--- config.mk ---
export PLATFORM = sky130hd
export DESIGN_NAME = tournament_chooser_sched
export DESIGN_NICKNAME = d
export VERILOG_FILES = /design/src/rtl/tournament_pkg.sv /design/src/rtl/tournament_upd_fifo.sv /design/src/rtl/tournament_chooser_sched.sv
export SDC_FILE = /design/constraint.sdc
export NUM_CORES = 1
export LEC_CHECK = 0
export CORE_MARGIN = 10
export CORE_UTILIZATION = 45
export CTS_BUF_LIST = sky130_fd_sc_hd__clkbuf_8
export DETAILED_ROUTE_END_ITERATION = 6
export GPL_TIMING_DRIVEN = 0
export PLACE_DENSITY = 0.68
export SYNTH_ARGS = -nofsm -noshare
export SYNTH_HDL_FRONTEND = slang
export SYNTH_SLANG_ARGS = --single-unit
--- constraint.sdc ---
create_clock -name clk -period 5.4 [get_ports clk]
set_input_delay 1.08 -clock clk [delete_from_list [all_inputs] [get_ports clk]]
set_output_delay 1.08 -clock clk [all_outputs]
set_load 0.01 [all_outputs]
--- src/rtl/tournament_pkg.sv ---
// Shared types for the tournament chooser scheduler: counter type, FSM states
// and the saturating chooser update rule.
package tournament_pkg;

    typedef logic [1:0] chooser_ctr_t;

    typedef enum logic [1:0] {
        ST_INIT = 2'd0,
        ST_IDLE = 2'd1,
        ST_RD   = 2'd2,
        ST_WR   = 2'd3
    } sched_state_t;

    // Move toward whichever predictor was uniquely correct; agreement leaves it alone.
    function automatic chooser_ctr_t chooser_next(input chooser_ctr_t ctr,
                                                  input logic         a,
                                                  input logic         b);
        chooser_ctr_t nxt;
        case ({a, b})
            2'b10:   nxt = (ctr == 2'b00) ? 2'b00 : ctr - 2'b01;
            2'b01:   nxt = (ctr == 2'b11) ? 2'b11 : ctr + 2'b01;
            default: nxt = ctr;
        endcase
        return nxt;
    endfunction

endpackage

--- src/rtl/tournament_upd_fifo.sv ---
// Small synchronous FIFO holding pending chooser updates as {idx, a, b}.
module tournament_upd_fifo #(
    parameter int unsigned W     = 9,
    parameter int unsigned DEPTH = 4
) (
    input  logic         clk,
    input  logic         rst_n,
    input  logic         push,
    input  logic [W-1:0] din,
    input  logic         pop,
    output logic         full,
    output logic         empty,
    output logic [W-1:0] head
);

    localparam int unsigned PW    = $clog2(DEPTH);
    localparam int unsigned CNT_W = PW + 1;

    logic [W-1:0]     mem_r [DEPTH];
    logic [PW-1:0]    wr_ptr_r;
    logic [PW-1:0]    rd_ptr_r;
    logic [CNT_W-1:0] count_r;
    logic             do_push_s;
    logic             do_pop_s;

    assign full      = (count_r == CNT_W'(DEPTH));
    assign empty     = (count_r == CNT_W'(0));
    assign head      = mem_r[rd_ptr_r];
    assign do_push_s = push && !full;
    assign do_pop_s  = pop && !empty;

    // Storage and pointers; reset flushes all contents.
    always_ff @(posedge clk or negedge rst_n) begin
        if (!rst_n) begin
            for (int i = 0; i < int'(DEPTH); i++) begin
                mem_r[i] <= '0;
            end
            wr_ptr_r <= '0;
            rd_ptr_r <= '0;
        end else begin
            if (do_push_s) begin
                mem_r[wr_ptr_r] <= din;
                wr_ptr_r        <= wr_ptr_r + PW'(1);
            end else begin
                wr_ptr_r <= wr_ptr_r;
            end
            if (do_pop_s) begin
                rd_ptr_r <= rd_ptr_r + PW'(1);
            end else begin
                rd_ptr_r <= rd_ptr_r;
            end
        end
    end

    // Occupancy count; simultaneous push and pop leaves it unchanged.
    always_ff @(posedge clk or negedge rst_n) begin
        if (!rst_n) begin
            count_r <= '0;
        end else begin
            case ({do_push_s, do_pop_s})
                2'b10:   count_r <= count_r + CNT_W'(1);
                2'b01:   count_r <= count_r - CNT_W'(1);
                default: count_r <= count_r;
            endcase
        end
    end

endmodule

--- src/rtl/tournament_chooser_sched.sv ---
// Shares the single chooser SRAM port between fetch lookups and queued
// read-modify-write updates, after an init sweep of the whole table.
module tournament_chooser_sched
    import tournament_pkg::*;
#(
    parameter int unsigned IDX_W    = 7,
    parameter int unsigned QDEPTH   = 4,
    parameter logic [1:0]  INIT_VAL = 2'b01
) (
    input  logic             clk,
    input  logic             rst_n,
    input  logic             lk_valid,
    input  logic [IDX_W-1:0] lk_idx,
    output logic             lk_ready,
    output logic             lk_rvalid,
    output logic [1:0]       lk_rdata,
    input  logic             upd_valid,
    input  logic [IDX_W-1:0] upd_idx,
    input  logic             upd_a,
    input  logic             upd_b,
    output logic             upd_ready,
    output logic             tbl_en,
    output logic             tbl_we,
    output logic [IDX_W-1:0] tbl_addr,
    output logic [1:0]       tbl_wdata,
    input  logic [1:0]       tbl_rdata,
    output logic             init_done
);

    localparam int unsigned      ENT_W    = IDX_W + 2;
    localparam logic [IDX_W-1:0] LAST_IDX = {IDX_W{1'b1}};

    sched_state_t     state_r;
    sched_state_t     next_state_s;
    logic [IDX_W-1:0] sweep_ptr_r;
    logic             init_done_r;
    logic             lk_rvalid_r;
    logic             q_full_s;
    logic             q_empty_s;
    logic [ENT_W-1:0] q_head_s;
    logic             push_s;
    logic             pop_s;
    logic             lk_fire_s;
    logic [IDX_W-1:0] head_idx_s;
    logic             head_a_s;
    logic             head_b_s;

    assign head_idx_s = q_head_s[ENT_W-1:2];
    assign head_a_s   = q_head_s[1];
    assign head_b_s   = q_head_s[0];

    assign lk_ready  = init_done_r && (state_r == ST_IDLE) && !q_full_s;
    assign upd_ready = init_done_r && !q_full_s;
    assign lk_fire_s = lk_valid && lk_ready;
    // Agreeing outcomes cannot move the counter, so they never reach the queue.
    assign push_s    = upd_valid && upd_ready && (upd_a != upd_b);
    assign pop_s     = (state_r == ST_WR);
    assign init_done = init_done_r;
    assign lk_rvalid = lk_rvalid_r;

    tournament_upd_fifo #(
        .W     (ENT_W),
        .DEPTH (QDEPTH)
    ) u_upd_fifo (
        .clk   (clk),
        .rst_n (rst_n),
        .push  (push_s),
        .din   ({upd_idx, upd_a, upd_b}),
        .pop   (pop_s),
        .full  (q_full_s),
        .empty (q_empty_s),
        .head  (q_head_s)
    );

    // FSM state register.
    always_ff @(posedge clk or negedge rst_n) begin
        if (!rst_n) begin
            state_r <= ST_INIT;
        end else begin
            state_r <= next_state_s;
        end
    end

    // Next state: a full queue preempts lookups so updates cannot starve forever.
    always_comb begin
        next_state_s = state_r;
        case (state_r)
            ST_INIT: begin
                if (sweep_ptr_r == LAST_IDX) begin
                    next_state_s = ST_IDLE;
                end else begin
                    next_state_s = ST_INIT;
                end
            end
            ST_IDLE: begin
                if (q_full_s) begin
                    next_state_s = ST_RD;
                end else if (lk_valid) begin
                    next_state_s = ST_IDLE;
                end else if (!q_empty_s) begin
                    next_state_s = ST_RD;
                end else begin
                    next_state_s = ST_IDLE;
                end
            end
            ST_RD:   next_state_s = ST_WR;
            ST_WR:   next_state_s = ST_IDLE;
            default: next_state_s = ST_INIT;
        endcase
    end

    // Sweep pointer and init_done, which rises as the sweep leaves its last entry.
    always_ff @(posedge clk or negedge rst_n) begin
        if (!rst_n) begin
            sweep_ptr_r <= '0;
            init_done_r <= 1'b0;
        end else if (state_r == ST_INIT) begin
            sweep_ptr_r <= sweep_ptr_r + IDX_W'(1);
            init_done_r <= (sweep_ptr_r == LAST_IDX);
        end else begin
            sweep_ptr_r <= sweep_ptr_r;
            init_done_r <= init_done_r;
        end
    end

    // One-cycle read-valid pulse following each accepted lookup.
    always_ff @(posedge clk or negedge rst_n) begin
        if (!rst_n) begin
            lk_rvalid_r <= 1'b0;
        end else begin
            lk_rvalid_r <= lk_fire_s;
        end
    end

    // Lookup data comes straight from the macro in the cycle after the read.
    always_comb begin
        if (lk_rvalid_r) begin
            lk_rdata = tbl_rdata;
        end else begin
            lk_rdata = 2'b00;
        end
    end

    // Table port drive; reset gates it off without waiting for a clock.
    always_comb begin
        tbl_en    = 1'b0;
        tbl_we    = 1'b0;
        tbl_addr  = '0;
        tbl_wdata = 2'b00;
        if (!rst_n) begin
            tbl_en = 1'b0;
        end else begin
            case (state_r)
                ST_INIT: begin
                    tbl_en    = 1'b1;
                    tbl_we    = 1'b1;
                    tbl_addr  = sweep_ptr_r;
                    tbl_wdata = INIT_VAL;
                end
                ST_IDLE: begin
                    if (lk_fire_s) begin
                        tbl_en   = 1'b1;
                        tbl_addr = lk_idx;
                    end else begin
                        tbl_en = 1'b0;
                    end
                end
                ST_RD: begin
                    tbl_en   = 1'b1;
                    tbl_addr = head_idx_s;
                end
                ST_WR: begin
                    tbl_en    = 1'b1;
                    tbl_we    = 1'b1;
                    tbl_addr  = head_idx_s;
                    tbl_wdata = chooser_next(tbl_rdata, head_a_s, head_b_s);
                end
                default: tbl_en = 1'b0;
            endcase
        end
    end

endmodule
---- Word-level counts from Yosys, hierarchy flattened ----
Index checks and enable logic that the tools add are counted.
cells by class
  multiply operators ...................... 0
  multiplexer cells ....................... 26
  equal/unequal tests ..................... 11
  $lt $le $gt $ge ......................... 3
  divide/modulo/power cells ............... 0
  bitwise gates (word level) .............. 2
  reduce and logical (&&, ||, !) cells .... 18
  add/sub/neg operators ................... 7
  shift-type cells ........................ 0
operators with widths
  cell                                                             number
  36-bit bitwise mux                                               1
  9-bit two-way mux                                                3
  7-bit one-hot mux with 3 select lines                            1
  9-bit binary-select mux with 2-bit select                        1
  9-bit demux with 2-bit select                                    1
  2-bit two-way mux                                                7
  7-bit two-way mux                                                2
  2-bit == test, second input constant                             5
  1-bit logical AND                                                9
  2-bit one-hot mux with 2 select lines                            2
  2-bit one-hot mux with 4 select lines                            1
  7-bit by 1-bit adder with 7-bit output, second input constant    1
  7-bit == test, second input constant                             1
  2-bit by 1-bit adder with 2-bit output, second input constant    3
  2-bit by 1-bit == test with 1-bit output, second input constant  3
  3-bit greater-or-equal comparator, second input constant         2
  2-bit NOT with 3-bit output                                      2
  3-bit one-hot mux with 2 select lines                            1
  1-bit two-way mux                                                5
  2-bit zero test                                                  2
  2-bit OR reduction                                               2
  3-bit by 1-bit adder with 3-bit output, second input constant    1
  3-bit == test, second input constant                             1
  3-bit zero test                                                  1
  other kinds (8)                                                  9
storage, ports and cells
  bits in writable memories ............... 0
  memories kept ........................... 0
  latch bits .............................. 0
  output and inout port bits .............. 17
  register bits after elaboration ......... 54
  ROM bits ................................ 0

---- Longest topological paths before layout ----
Gate-level depths: netlist of run 1.
  word-level depth ........................ 8
  depth in mapped cells ................... 10
  gate-level depth less buffers ........... 9

---- By module ----
From an unflattened synthesis of run 1, not the netlist that was laid out.
second synthesis, totals
  cell total of the unflattened synthesis .. 219
  area, all modules ....................... 2,836.5 µm²
by module, submodules not included
  module                    times used  sequential area each (µm²)  cells each  area each (µm²)
  tournament_upd_fifo       1           1,076.0                     123         1,951.9
  tournament_chooser_sched  1           275.3                       96          884.6

---- Worst setup path before layout of run 1 ----
OpenSTA, ideal clock, no wires.
  kind .................................... in2out
  from .................................... input port lk_valid
  to ...................................... output port tbl_addr[1]
  cell stages on the path ................. 4
  buffers on the path ..................... 0
  path slack .............................. 2.500 ns
  data required time ...................... 4.320 ns
  data arrival time ....................... 1.820 ns
  path through ............................ nand3_1 -> nor2_1 -> a21oi_1 -> o21ai_0
on the way
  longest elaborated chain between the ends .. 4
RTL lines
  item                                   RTL line                         RTL
  from (decl)                            tournament_chooser_sched.sv:12   input logic lk_valid,
  1-bit logical AND                      tournament_chooser_sched.sv:54   assign lk_fire_s = lk_valid && lk_ready;
  via lk_fire_s                          tournament_chooser_sched.sv:43   logic lk_fire_s;
  7-bit two-way mux                      tournament_chooser_sched.sv:161  if (lk_fire_s) begin
  7-bit one-hot mux with 3 select lines  tournament_chooser_sched.sv:153  case (state_r)
  7-bit two-way mux                      tournament_chooser_sched.sv:150  if (!rst_n) begin
  to (decl)                              tournament_chooser_sched.sv:24   output logic [IDX_W-1:0] tbl_addr,
The timed path passes the listed nets, and every way through them passes these cells.

---- Worst setup path in the final report of run 1 ----
  from .................................... input port lk_valid
  to ...................................... output port tbl_addr[6]
The elaborated chain is that of the path after synthesis.

==> results of run 1 <==
[cells in the mapped netlist, types with 4 or more instances]
| cell type | count | area [um2] |
|---|---|---|
| mux2_2 | 33 | 371.6 |
| xnor2_1 | 7 | 61.31 |
| nand4_1 | 4 | 25.02 |
| xor2_1 | 6 | 52.55 |
| inv_1 | 18 | 67.56 |
| o21ai_0 | 16 | 80.08 |
| dfrtp_1 | 54 | 1351 |
| nand2_1 | 24 | 90.09 |
| nor2_1 | 7 | 26.28 |
| mux2i_1 | 17 | 170.2 |
| ha_1 | 12 | 150.1 |
| a21oi_1 | 8 | 40.04 |
| o22ai_1 | 7 | 43.79 |
[power groups by stage]
| stage | combinational (W) | sequential [W] | clock [W] |
|---|---|---|---|
| 4_1_cts | 0.000377 | 0.000509 | 0.000254 |
| 3_5_place_dp | 0.000374 | 0.000517 | 0 |
| 2_1_floorplan | 0.000242 | 0.000503 | 0 |
| 6_report | 0.000370 | 0.000509 | 0.000244 |
| 3_3_place_gp | 0.000366 | 0.000515 | 0 |
| 5_1_grt | 0.000418 | 0.000516 | 0.000269 |
[layout make-up]
cell class,count,area (um2)
clock inverter,3,28.78
timing repair buffer,38,385.4
inverter,18,67.56
tap,75,93.84
sequential,54,1351
fill,544,2592
clock buffer,5,68.82
multi-input combinational,165,1343
buffer,6,25.02
[sequential cells by signal, indices dropped and copies added (netlist names), named ones only]
name                 count
u_upd_fifo.mem_r        36
sweep_ptr_r              7
u_upd_fifo.count_r       3
u_upd_fifo.rd_ptr_r      2
u_upd_fifo.wr_ptr_r      2
init_done                1
lk_rvalid                1
state_r                  1
[layer usage]
layer / global-route usage, % / up-vias / routed length [um]
met5: 0 / - / 0
met4: 3.859 / 0 / 68
met3: 3.212 / 8 / 254
met2: 17.95 / 37 / 2536
met1: 15.59 / 943 / 2883
li1: - / 935 / -
[metrics by stage]
stage                     TNS (ps)  utilization [%]  hold WS (ps)  std cells  setup WS, ps
final                            0            56.47         495.7        364          1336
after global routing             0            56.47         527.7        364          1170
after CTS                        0            56.47         501.4        364          1306
after detailed placement         0            54.83         484.2        356          1315
after global placement       -4098            54.58         481.0        355        -531.0
after floorplan                  0                -         462.6        243          2500
[kinds of logic (layout without fill, tap and decap cells)]
kind of cell | Yosys count | count (layout) | synth area share, %
AOI/OAI and AO/OA | 40 | 40 | 8.487
buffers and inverters | 24 | 70 | 3.323
adders and majority gates | 13 | 13 | 6.107
muxes | 52 | 52 | 21.06
DFF | 54 | 54 | 48.50
and+or+nand+nor | 47 | 47 | 8.442
xor gates and xnor gates | 13 | 13 | 4.086
[worst max-delay path, delay by kind of cell]
kind | cells | cell delay [ps]
simple gates | 2 | 510
compound gates | 2 | 310
buf+inv | 2 | 1080
[worst min-delay path by stage]
stage,end,slack (ps)
global route,u_upd_fifo.mem_r[29],530
CTS,sweep_ptr_r[6],500
floorplan,sweep_ptr_r[6],460
detailed placement,sweep_ptr_r[6],480
finish,sweep_ptr_r[6],500
global placement,sweep_ptr_r[6],480
==> impl_metrics.toml, run 1 <==
[grt]
grt_max_degree = 35
grtUsageTotal_pct = 11.72
antenna_found_initial = 0
gr-total-overflow = 0
first_global_vias = 1956
grt_pass1_wl_um = 9466

[synthesis]
yosysSeqAreaShare_pct = 48.50
synth.distinct_cells = 34
ys.flop_type = "dfrtp_1"
syn_area_um2 = 2786
synth_seq_cells = 54
syn_avg_cell_area_um2 = 11.47
synthCells = 243
synthArstFlopShare_pct = 100.0
synth_nets = 278
synth-edff-count = 0
yosysWarnings = 0

[timing]
fmax_mhz = 246.1
finalCriticalPeriod_ps = 4064
hold_violations = 0
clock_skew_ps = 8.186
max-slew-margin-rel_pct = 50.54
rsz0062_at_grt = "no"
finalCritPeriodShare_pct = 75.26
final_max_slew_viol_count = 0
worstMarginPinSlew_ps = 734.2
setup_viol = 0

[route]
drtIter0Drc = 52
drcViolationCount = 0
vias_per_cell = 5.283
via_count = 1923
ant_nets = 0
drt_wl_total_um = 5742
dr.pass1.iters = 4
wl_per_cell_um = 15.77

[clocking]
clk_pin_slew_ps = 110
ctsResizeCount = 0
clkLatencyLatePin_ps = 320
cts_root_buf = "clkbuf_8"
cts.sinks = 54
cts_tree = "yes"
cts_hold_buf = 0
htreeDepth = 2
cts_max_path_buffers = 2
postCtsSetupBuffers = 0
cts_buffers = 5

[place]
port_buffers = 37
dp_hpwl_um = 4327
place_congestion = 0.7813
placed_area_um2 = 3266

[worst_setup_path]
endpoint = "tbl_addr[6]"
setup.worst_path.start = "lk_valid"
cp_slowest_stage_delay_ps = 560
startpoint_type = "primary input"
reg2reg_slack_ps = 3270
crit_chain = "clkdlybuf4s50_1 -> nand3_1 -> nor2_1 -> a21oi_1 -> o21ai_0 -> clkdlybuf4s50_1"
worstPathArrival_ps = 2980
critPathMaxFanout = 8
crit_type = "primary input to primary output"
crit_required_ps = 4320
r2r-start = "u_upd_fifo.count_r[1]"
r2r_cells = 9
crit_path_end_kind = "primary output"
slowest_stage = "clkdlybuf4s50_1"
cp_common_cell = "clkdlybuf4s50_1"
rr_endpoint = "u_upd_fifo.count_r[2]"

[final_layout]
layout.nets = 323
fin_area_um2 = 3363
layout_common_cells = "dfrtp_1 (54), clkdlybuf4s50_1 (36), mux2_2 (33)"
drive_above_1_share_pct = 16.96
area_growth_pct = 20.70
diodes = 0
final_common_cell = "dfrtp_1"

[power_and_ir_drop]
power.total_w = 0.001123
p_sw_w = 0.0003963
power_leakage_nw = 1.600
power_frac_clock_pct = 21.8
p_seq_share_pct = 45.3
p_comb_share_pct = 33.0
internal-power_w = 0.0007271
ir_drop_mv = 0.1987
p_sw_share_pct = 35.28
pwr_density_cell_nw_per_um2 = 334.0

[floorplan]
coreArea_um2 = 5956
fp.dieArea_um2 = 9740
io_pins = 39
start_util_pct = 46.79
die_height_um = 98.69
row_count = 28
dieWidth_um = 98.69

[run]
maxCapViolations = 0

[min_path]
worstHoldPathCells = 1
hold_class = "flip-flop to flip-flop"
worstHoldStart = "sweep_ptr_r[6]"

[run_status]
outcome = "completed"
Note: power is estimated with default switching activity, not from simulation.
==> run 2, diff against run 1 <==
==> constraint.sdc (replaced) <==
create_clock -name clk -period 4.1 [get_ports clk]
set_input_delay 0.82 -clock clk [delete_from_list [all_inputs] [get_ports clk]]
set_output_delay 0.82 -clock clk [all_outputs]
set_load 0.01 [all_outputs]
==> results of run 2 <==
Same layout as run 1 (identical final DEF). Status: completed.
Among the figures that moved: setup slack after placement 1315 ps -> 535.2 ps; setup slack after layout 1336 ps -> 425.5 ps; start point of the critical path lk_valid -> u_upd_fifo.rd_ptr_r[0]; end point of the critical path tbl_addr[6] -> tbl_wdata[0]; register-to-register setup slack 3270 ps -> 1970 ps; total power 0.001123 W -> 0.001480 W; worst IR drop on VDD 0.1987 mV -> 0.2617 mV
==> run 3, diff against run 2 <==
--- a/config.mk
+++ b/config.mk
@@ -10,6 +10,7 @@
 export CTS_BUF_LIST = sky130_fd_sc_hd__clkbuf_8
 export DETAILED_ROUTE_END_ITERATION = 6
 export GPL_TIMING_DRIVEN = 0
+export HOLD_SLACK_MARGIN = 0.1
 export PLACE_DENSITY = 0.68
 export SYNTH_ARGS = -nofsm -noshare
 export SYNTH_HDL_FRONTEND = slang
==> results of run 3 <==
Same layout as run 1 (identical final DEF). Status: completed.
Among the figures that moved: setup slack after placement 1315 ps -> 535.2 ps; setup slack after layout 1336 ps -> 425.5 ps; start point of the critical path lk_valid -> u_upd_fifo.rd_ptr_r[0]; end point of the critical path tbl_addr[6] -> tbl_wdata[0]; register-to-register setup slack 3270 ps -> 1970 ps; total power 0.001123 W -> 0.001480 W; worst IR drop on VDD 0.1987 mV -> 0.2617 mV
